[config.mk]
export PLATFORM = sky130hd
export DESIGN_NAME = vector_sequencer
export DESIGN_NICKNAME = d
export VERILOG_FILES = /design/src/rtl/vector_sequencer_pkg.sv /design/src/rtl/vector_sequencer_frame_timer.sv /design/src/rtl/vector_sequencer.sv
export SDC_FILE = /design/constraint.sdc
export NUM_CORES = 1
export LEC_CHECK = 0
export ABC_AREA = 1
export CELL_PAD_IN_SITES_DETAIL_PLACEMENT = 1
export CELL_PAD_IN_SITES_GLOBAL_PLACEMENT = 1
export CORE_ASPECT_RATIO = 0.8
export CORE_MARGIN = 2
export CORE_UTILIZATION = 32
export DETAILED_ROUTE_END_ITERATION = 10
export MAX_ROUTING_LAYER = met4
export PLACE_DENSITY = 0.82
export SLEW_MARGIN = 20
export SYNTH_ARGS = -nofsm -noshare
export SYNTH_HDL_FRONTEND = slang
export SYNTH_SLANG_ARGS = --single-unit
export TNS_END_PERCENT = 10
[constraint.sdc]
create_clock -name clk -period 2.15 [get_ports clk]
set_input_delay 0.43 -clock clk [delete_from_list [all_inputs] [get_ports clk]]
set_output_delay 0.43 -clock clk [all_outputs]
set_load 0.01 [all_outputs]
[src/rtl/vector_sequencer_pkg.sv]
// Shared definitions for the vector display-list player: FSM states and
// point-word field positions, layout {jump, color, x, y} MSB first.
package vector_pkg;

  typedef enum logic [2:0] {
    S_IDLE,
    S_FETCH,
    S_ISSUE,
    S_PARK,
    S_HOLD,
    S_DONE
  } state_t;

  localparam int Y_LSB = 0;

  function automatic int x_lsb(input int coord_w);
    return coord_w;
  endfunction

  function automatic int color_lsb(input int coord_w);
    return 2 * coord_w;
  endfunction

  function automatic int jump_bit(input int coord_w, input int ch, input int cw);
    return 2 * coord_w + ch * cw;
  endfunction

  function automatic int point_w(input int coord_w, input int ch, input int cw);
    return 1 + ch * cw + 2 * coord_w;
  endfunction

endpackage

[src/rtl/vector_sequencer_frame_timer.sv]
// Saturating frame-period counter. o_at_limit is raised one cycle early so
// that the DONE state lands exactly MIN_FRAME_CYC cycles after frame start.
module frame_timer #(
  parameter int MIN_FRAME_CYC = 0
) (
  input  logic i_clk,
  input  logic i_reset,
  input  logic i_start,
  input  logic i_run,
  output logic o_at_limit
);

  localparam int W   = (MIN_FRAME_CYC > 0) ? $clog2(MIN_FRAME_CYC + 1) : 1;
  localparam int TGT = (MIN_FRAME_CYC > 0) ? MIN_FRAME_CYC - 1 : 0;
  localparam logic [W-1:0] TARGET = W'(TGT);
  localparam logic [W-1:0] FIRST  = (TGT > 0) ? W'(1) : '0;

  logic [W-1:0] r_cnt;

  // The start edge itself is the first counted cycle.
  always_ff @(posedge i_clk or posedge i_reset) begin
    if (i_reset) begin
      r_cnt <= '0;
    end else if (i_start) begin
      r_cnt <= FIRST;
    end else if (i_run && r_cnt != TARGET) begin
      r_cnt <= r_cnt + W'(1);
    end
  end

  assign o_at_limit = (r_cnt == TARGET);

endmodule

[src/rtl/vector_sequencer.sv]
// Display-list player: walks point memory once per frame, emits draw/jump
// commands on a valid/ready link, parks the beam and pulses frame_done.
module vector_sequencer
  import vector_pkg::*;
#(
  parameter int COORD_W       = 12,
  parameter int CH            = 1,
  parameter int CW            = 1,
  parameter int AW            = 11,
  parameter int RD_LAT        = 1,
  parameter int PARK_X        = 2048,
  parameter int PARK_Y        = 2048,
  parameter int MIN_FRAME_CYC = 0,
  localparam int POINT_W      = point_w(COORD_W, CH, CW)
) (
  input  logic               clk,
  input  logic               reset,
  input  logic               enable,
  input  logic               frame_ready,
  input  logic [AW-1:0]      num_points,
  output logic [AW-1:0]      rd_addr,
  input  logic [POINT_W-1:0] rd_data,
  output logic               cmd_valid,
  input  logic               cmd_ready,
  output logic               cmd_jump,
  output logic [CH*CW-1:0]   cmd_color,
  output logic [COORD_W-1:0] cmd_x,
  output logic [COORD_W-1:0] cmd_y,
  output logic               frame_done,
  output logic               busy
);

  localparam int JUMP_BIT  = jump_bit(COORD_W, CH, CW);
  localparam int COLOR_LSB = color_lsb(COORD_W);
  localparam int X_LSB     = x_lsb(COORD_W);

  state_t             r_state;
  logic [AW-1:0]      r_cnt;
  logic [AW-1:0]      r_idx;
  logic [AW-1:0]      r_rd_addr;
  logic [1:0]         r_wait;
  logic               r_valid;
  logic               r_jump;
  logic [CH*CW-1:0]   r_color;
  logic [COORD_W-1:0] r_x;
  logic [COORD_W-1:0] r_y;
  logic               r_done;
  logic               r_busy;

  logic               w_start;
  logic               w_at_limit;
  logic               w_jump;
  logic [CH*CW-1:0]   w_color;
  logic [COORD_W-1:0] w_x;
  logic [COORD_W-1:0] w_y;

  assign w_start = (r_state == S_IDLE) && enable && frame_ready;
  assign w_jump  = rd_data[JUMP_BIT];
  assign w_color = rd_data[COLOR_LSB +: CH*CW];
  assign w_x     = rd_data[X_LSB +: COORD_W];
  assign w_y     = rd_data[Y_LSB +: COORD_W];

  frame_timer #(.MIN_FRAME_CYC(MIN_FRAME_CYC)) u_timer (
    .i_clk      (clk),
    .i_reset    (reset),
    .i_start    (w_start),
    .i_run      (r_state != S_IDLE),
    .o_at_limit (w_at_limit)
  );

  always_ff @(posedge clk or posedge reset) begin
    if (reset) begin
      r_state   <= S_IDLE;
      r_cnt     <= '0;
      r_idx     <= '0;
      r_rd_addr <= '0;
      r_wait    <= '0;
      r_valid   <= 1'b0;
      r_jump    <= 1'b0;
      r_color   <= '0;
      r_x       <= '0;
      r_y       <= '0;
      r_done    <= 1'b0;
      r_busy    <= 1'b0;
    end else begin
      r_done <= 1'b0;
      case (r_state)
        S_IDLE: begin
          if (w_start) begin
            r_cnt     <= num_points;
            r_idx     <= '0;
            r_rd_addr <= '0;
            r_wait    <= '0;
            r_busy    <= 1'b1;
            if (num_points != '0) begin
              r_state <= S_FETCH;
            end else begin
              r_state <= S_PARK;
              r_valid <= 1'b1;
              r_jump  <= 1'b1;
              r_color <= '0;
              r_x     <= COORD_W'(PARK_X);
              r_y     <= COORD_W'(PARK_Y);
            end
          end
        end
        // rd_addr became visible on entry, so data arrives RD_LAT cycles later.
        S_FETCH: begin
          if (r_wait == 2'(RD_LAT)) begin
            r_wait  <= '0;
            r_jump  <= w_jump;
            r_color <= w_jump ? '0 : w_color;
            r_x     <= w_x;
            r_y     <= w_y;
            r_valid <= 1'b1;
            r_state <= S_ISSUE;
          end else begin
            r_wait <= r_wait + 2'd1;
          end
        end
        // Compare before incrementing so a full-depth count cannot wrap idx.
        S_ISSUE: begin
          if (cmd_ready) begin
            if (r_idx == r_cnt - AW'(1)) begin
              r_state <= S_PARK;
              r_jump  <= 1'b1;
              r_color <= '0;
              r_x     <= COORD_W'(PARK_X);
              r_y     <= COORD_W'(PARK_Y);
            end else begin
              r_idx     <= r_idx + AW'(1);
              r_rd_addr <= r_idx + AW'(1);
              r_valid   <= 1'b0;
              r_state   <= S_FETCH;
            end
          end
        end
        S_PARK: begin
          if (cmd_ready) begin
            r_valid <= 1'b0;
            r_state <= S_HOLD;
          end
        end
        S_HOLD: begin
          if (w_at_limit) begin
            r_done  <= 1'b1;
            r_state <= S_DONE;
          end
        end
        S_DONE: begin
          r_busy  <= 1'b0;
          r_state <= S_IDLE;
        end
        default: r_state <= S_IDLE;
      endcase
    end
  end

  assign rd_addr    = r_rd_addr;
  assign cmd_valid  = r_valid;
  assign cmd_jump   = r_jump;
  assign cmd_color  = r_color;
  assign cmd_x      = r_x;
  assign cmd_y      = r_y;
  assign frame_done = r_done;
  assign busy       = r_busy;

endmodule

# == Word-level counts from Yosys, hierarchy flattened ==
# Index checks and enable logic that the tools add are counted.
# classes
n_mux,47
n_reduce_logical,19
n_addsub,4
eq_ne,15
# op_table
op,count
$mux 12,6
$pmux 12 s3,2
$mux 11,3
$pmux 11 s2,1
$mux 1,20
$mux 3,5
$pmux 3 s5,1
$ne 2x2->1 const B,7
$add 11x1->11 const B,1
$eq 11x11->1,1
$reduce_bool 11->1,1
$sub 11x1->11 const B,1
$mux 2,4
$reduce_bool 2->1,4
$reduce_and 7->1,1
$eq 3x2->1 const B,2
$eq 3x3->1 const B,2
$pmux 1 s3,2
$reduce_and 2->1,3
$reduce_and 6->1,1
$reduce_bool 3->1,2
$reduce_and 5->1,1
$pmux 1 s4,1
$pmux 2 s2,1
other kinds (10),12
# word_totals
wordCells,97
inputBits,42
regBits,57

# == Logic depth before layout (Yosys ltp) ==
# logic_depth
ltp_word,5
ltp_mapped,16

# == Modules after synthesis ==
# From an unflattened synthesis, not the netlist that was laid out.
# unflattened
cells_unflattened,408
area_unflattened_um2,3116.7
# modules_own_cells
mod,cells_per_inst,area_per_inst_um2,instances,seq_area_each_um2
vector_sequencer,402,3070.4,1,1401.3
frame_timer,6,46.3,1,25.0

# == Least setup slack after synthesis ==
# Ideal clock, no wire load.
# synth_path
kind,register to register
from,register r_cnt[0]
to,"register r_x[0], in the netlist cmd_x[0]"
path_slack_ns,0.133
synth_period_minus_slack_ns,2.017
path_stages_with_launch,17
required_time_ns,2.033
arrival_time_ns,1.899
path_cell_list,dfrtp_1 > inv_1 > ha_1 > nand2_2 > nor2_1 > nand2_1 > nand2_1 > nand2_1 > nand2_1 > nand2_1 > nor2_2 > nand3_2 > nand2_2 > nand3_4 > buf_6 > nand2_1 > nand2_1
# synth_between
elab_chain_cells,4
# synth_rtl
element,line_no,text
start: declaration,vector_sequencer.sv:38,logic [AW-1:0] r_cnt;
start signal: assignment,vector_sequencer.sv:90,r_cnt <= num_points;
$sub 11x1->11,vector_sequencer.sv:124,if (r_idx == r_cnt - AW'(1)) begin
$eq 11x11->1,vector_sequencer.sv:124,
$ne 2x2->1 (no line),--,
$reduce_and 6->1 (no line),--,
end signal: assignment,vector_sequencer.sv:102,r_x <= COORD_W'(PARK_X);
end signal: assignment,vector_sequencer.sv:113,r_x <= w_x;
end signal: assignment,vector_sequencer.sv:128,r_x <= COORD_W'(PARK_X);
end: declaration,vector_sequencer.sv:45,logic [COORD_W-1:0] r_x;
# No other way between the ends.
# A chain may end at the register's enable or synchronous reset.

# == Final worst setup path ==
# layout_path
from,register r_cnt[0]
to,"register r_y[9], in the netlist cmd_y[9]"
# layout_between
elab_chain_cells,4
# layout_rtl
element,line_no,text
$sub 11x1->11,vector_sequencer.sv:124,
$eq 11x11->1,vector_sequencer.sv:124,
$ne 2x2->1 (no line),--,
$reduce_and 6->1 (no line),--,
end signal: assignment,vector_sequencer.sv:103,r_y <= COORD_W'(PARK_Y);
end signal: assignment,vector_sequencer.sv:114,r_y <= w_y;
end signal: assignment,vector_sequencer.sv:129,r_y <= COORD_W'(PARK_Y);
end: declaration,vector_sequencer.sv:46,logic [COORD_W-1:0] r_y;
# No other way between the ends.

==> flow_summary.ini <==
[cells_and_area]
syn_to_final_growth_pct = 47.9
final_core_util_pct = 48.4
num_antenna_cells = 0
drive_gt1_share_pct = 18.4
postLayoutCellArea_mm2 = 0.00463
nNetsFinal = 551
n_fill_cell = 1125

[yosys]
netlist_top_cells_count = nand2_1 (145), dfrtp_1 (57), nand4_1 (42)
synthSimpleGateAreaFrac_pct = 38.6
ys_warn_count = 0
synthMuxAreaShare_pct = 0
ys.flop_type = dfrtp_1
synth.distinct_cells = 32
syn-num-nets = 452
synth_area_mm2 = 0.00313
synth-compound-area-share_pct = 4.15
synth_edf_count = 0
synth_top_area_share_pct = 45.5
ys_seq_elements = 57
ys_seq_area_share_pct = 45.5
synthXorXnorAreaFrac_pct = 3.08
yosysTopAreaCell = dfrtp_1
synthCells = 408
synth.area.top_cells = dfrtp_1 (46%), nand2_1 (17%), nand4_1 (8.4%), inv_1 (4.4%), nor2_1 (3.5%)
yosysMostFrequentCell = nand2_1
syn_area_per_cell_um2 = 7.68
synth_top_family_by_area = simple AND/OR/NAND/NOR gates
synthArstFlopShare_pct = 100
synthAdderAreaFrac_pct = 0.799

[sta]
fmax_ghz = 0.464
setup_slack_ns = -0.00291
fin_skew_ns = 0.00594
tightest_slew_ns = 0.325
setup_viol = 1
drv_slew = 0
min_period_ns = 2.15
setup_tns_ns = -0.00291
relSlewSlack_pct = 78.3
final_hold_viol_count = 0
period_share_pct = 100
rsz0062_at_grt = yes

[worst_setup_path]
cp.depth = 16
crit_path_end_kind = flop
reg2reg_from = r_cnt[0]
r2r_slack_ns = -0.003
setup.worst_path.start = r_cnt[0]
cp_slowest_cell = dfrtp_1
worstPathArrival_ns = 2.36
crit_fanout = 12
critPathTopFamily = simple AND/OR/NAND/NOR gates
critPathLaunchType = flop
rr_worst_depth = 16
crit_required_ns = 2.35
worstSetupPathType = flop to flop
crit_path_cell_trace = inv_2 > ha_4 > nand2_8 > nor2_4 > nand2_2 > nand2_2 > nand2_1 > nand2_1 > nand2_1 > nor2_2 > nand3_2 > nand2_4 > nand3_4 > clkbuf_16 > nand2_1 > nand2_1
crit_top_cell = nand2_1
cp_num_buf_inv = 2
slowest_delay_ns = 0.41
rr_endpoint = cmd_y[9]

[place]
place.gp.congestion = 0.834
place_ws_ns = -0.134
placed_area_mm2 = 0.00415
dp_hpwl_mm = 7.01
port_buffers = 81

[power_and_ir_drop]
peakVddDrop_mv = 0.547
power_mw = 6.99
power.density_mw_per_mm2 = 1510
clock_power_share_pct = 20.2
p_comb_share_pct = 54.3
switchingPower_mw = 3.05
leakage_nw = 2.20
pwr-share-seq_pct = 25.4
power.share.switching_pct = 43.7
p_int_mw = 3.93

[routing]
viasPerCell = 5.01
drc = 0
wl_per_cell_um = 16.0
drtIter0Drc = 97
finalWirelength_mm = 10.1
drt_first_pass_iters = 4
vias = 3159
ant_nets = 0

[die]
core_mm2 = 0.00957
start_util_pct = 32.7
dieWidth_um = 115
chipHeight_um = 92.5
fp-row-count = 32
num_io_pins = 82
dieArea_mm2 = 0.0106

[status]
outcome = finished, violations left
violations = setup timing

[clock_tree]
htreeDepth = 3
cts_sinks = 57
cts_buffer_depth = 2
numCtsBuffers = 9
cts-root-buf = clkbuf_16
cts_tree = built
clock_latency_ns = 0.32
clk_pin_slew_ns = 0.05

[global_route]
grt_pass1_wl_mm = 16.4
grt_overflow = 0
track_usage_pct = 20.2
first_global_vias = 3247
antenna_found_initial = 0
grt_max_degree = 58

[worst_hold_path]
holdPathStages = 1
hp-class = flop to flop
min_from = u_timer.r_cnt
holdPathEnd = frame_done

[run]
drv_cap = 0
worst reg2reg max path, delay by kind of cell, from the launching register on:
| kind | cells | cell delay (ns) |
|---|---|---|
| buffers and inverters | 2 | 0.31 |
| and+or+nand+nor | 13 | 1.14 |
| DFF | 1 | 0.41 |
| adders and majority gates | 1 | 0.18 |
how the worst max path moves through the flow:
| stage | to |
|---|---|
| 3_3_place_gp | cmd_x[0] |
| 3_5_place_dp | cmd_x[9] |
| 4_1_cts | cmd_x[9] |
| 5_1_grt | cmd_y[6] |
| 2_1_floorplan | cmd_x[0] |
| 6_report | cmd_y[9] |
timing repair:
item	CTS	global route
setup endpoints to repair	38	37
gates resized for setup	7	27
cloned	0	2
hold buffers	0	0
setup buffers	1	3
routing by layer:
layer / up-vias / part of all wire [%] / global-route usage, %
met5: - / 0 / -
met4: 0 / 1.4 / 6.00
met3: 9 / 2.9 / 3.53
met2: 60 / 51 / 33.3
met1: 1572 / 45 / 25.5
li1: 1518 / - / -
placed cells by master (no fill, tap or decap), types with 2 or more instances in the layout:
| cell | netlist | routed |
|---|---|---|
| inv_1 | 37 | 33 |
| clkinv_2 | 0 | 4 |
| inv_2 | 7 | 11 |
| clkbuf_16 | 0 | 11 |
| nor2_1 | 29 | 27 |
| nand3b_1 | 2 | 2 |
| xor2_1 | 7 | 7 |
| nand2_2 | 3 | 20 |
| clkdlybuf4s50_1 | 0 | 81 |
| nor2_2 | 6 | 7 |
| nand4_1 | 42 | 42 |
| nand3_1 | 14 | 12 |
| buf_4 | 2 | 17 |
| or2_2 | 4 | 4 |
| dfrtp_1 | 57 | 57 |
| nand3_2 | 2 | 4 |
| o21ai_0 | 16 | 16 |
| nand2_1 | 145 | 125 |
| nand2_4 | 0 | 2 |
| nor3_1 | 3 | 3 |
| xnor2_1 | 4 | 4 |
| nor2_4 | 2 | 3 |
| buf_12 | 0 | 2 |
| nor3b_1 | 3 | 3 |
power groups by stage:
| stage | registers (mW) | logic (mW) | clock network, mW |
|---|---|---|---|
| floorplan | 1.80 | 1.99 | 0 |
| global placement | 1.74 | 3.14 | 0 |
| detailed placement | 1.75 | 3.30 | 0 |
| CTS | 1.75 | 3.41 | 1.44 |
| global route | 1.83 | 4.21 | 1.50 |
| finish | 1.78 | 3.80 | 1.41 |
flip-flops by register name, summed over array words and instances, names as in the netlist:
register and count:
rd_addr 11, cmd_jump 1, cmd_valid 1, busy 1, r_wait 2, cmd_color 1, r_state 3, u_timer.r_cnt 1
frame_done 1, r_cnt 11, cmd_y 12, cmd_x 12
kinds of logic (layout without fill, tap and decap cells):
group / Yosys count / count (layout)
AND/OR/NAND/NOR: 258 / 258
buffers and inverters: 58 / 162
flip-flops: 57 / 57
AO/OA/AOI/OAI: 22 / 22
XOR/XNOR: 11 / 11
adder cells (fa/ha/maj): 2 / 2
metrics by stage:
stage	std cells	hold WS [ns]
floorplan	408	0.403
global placement	609	0.414
detailed placement	609	0.429
CTS	626	0.440
global route	631	0.475
finish	631	0.438
final cells by class:
type	instances	area (um2)	area share (%)
tap	119	149	3.21
clock buffer	10	239	5.16
sequential	57	1430	30.8
multi-input combinational	293	1570	33.8
clock inverter	6	57.6	1.24
timing repair buffer	102	1030	22.2
inverter	44	165	3.56
(Power assumes the default switching activity.)
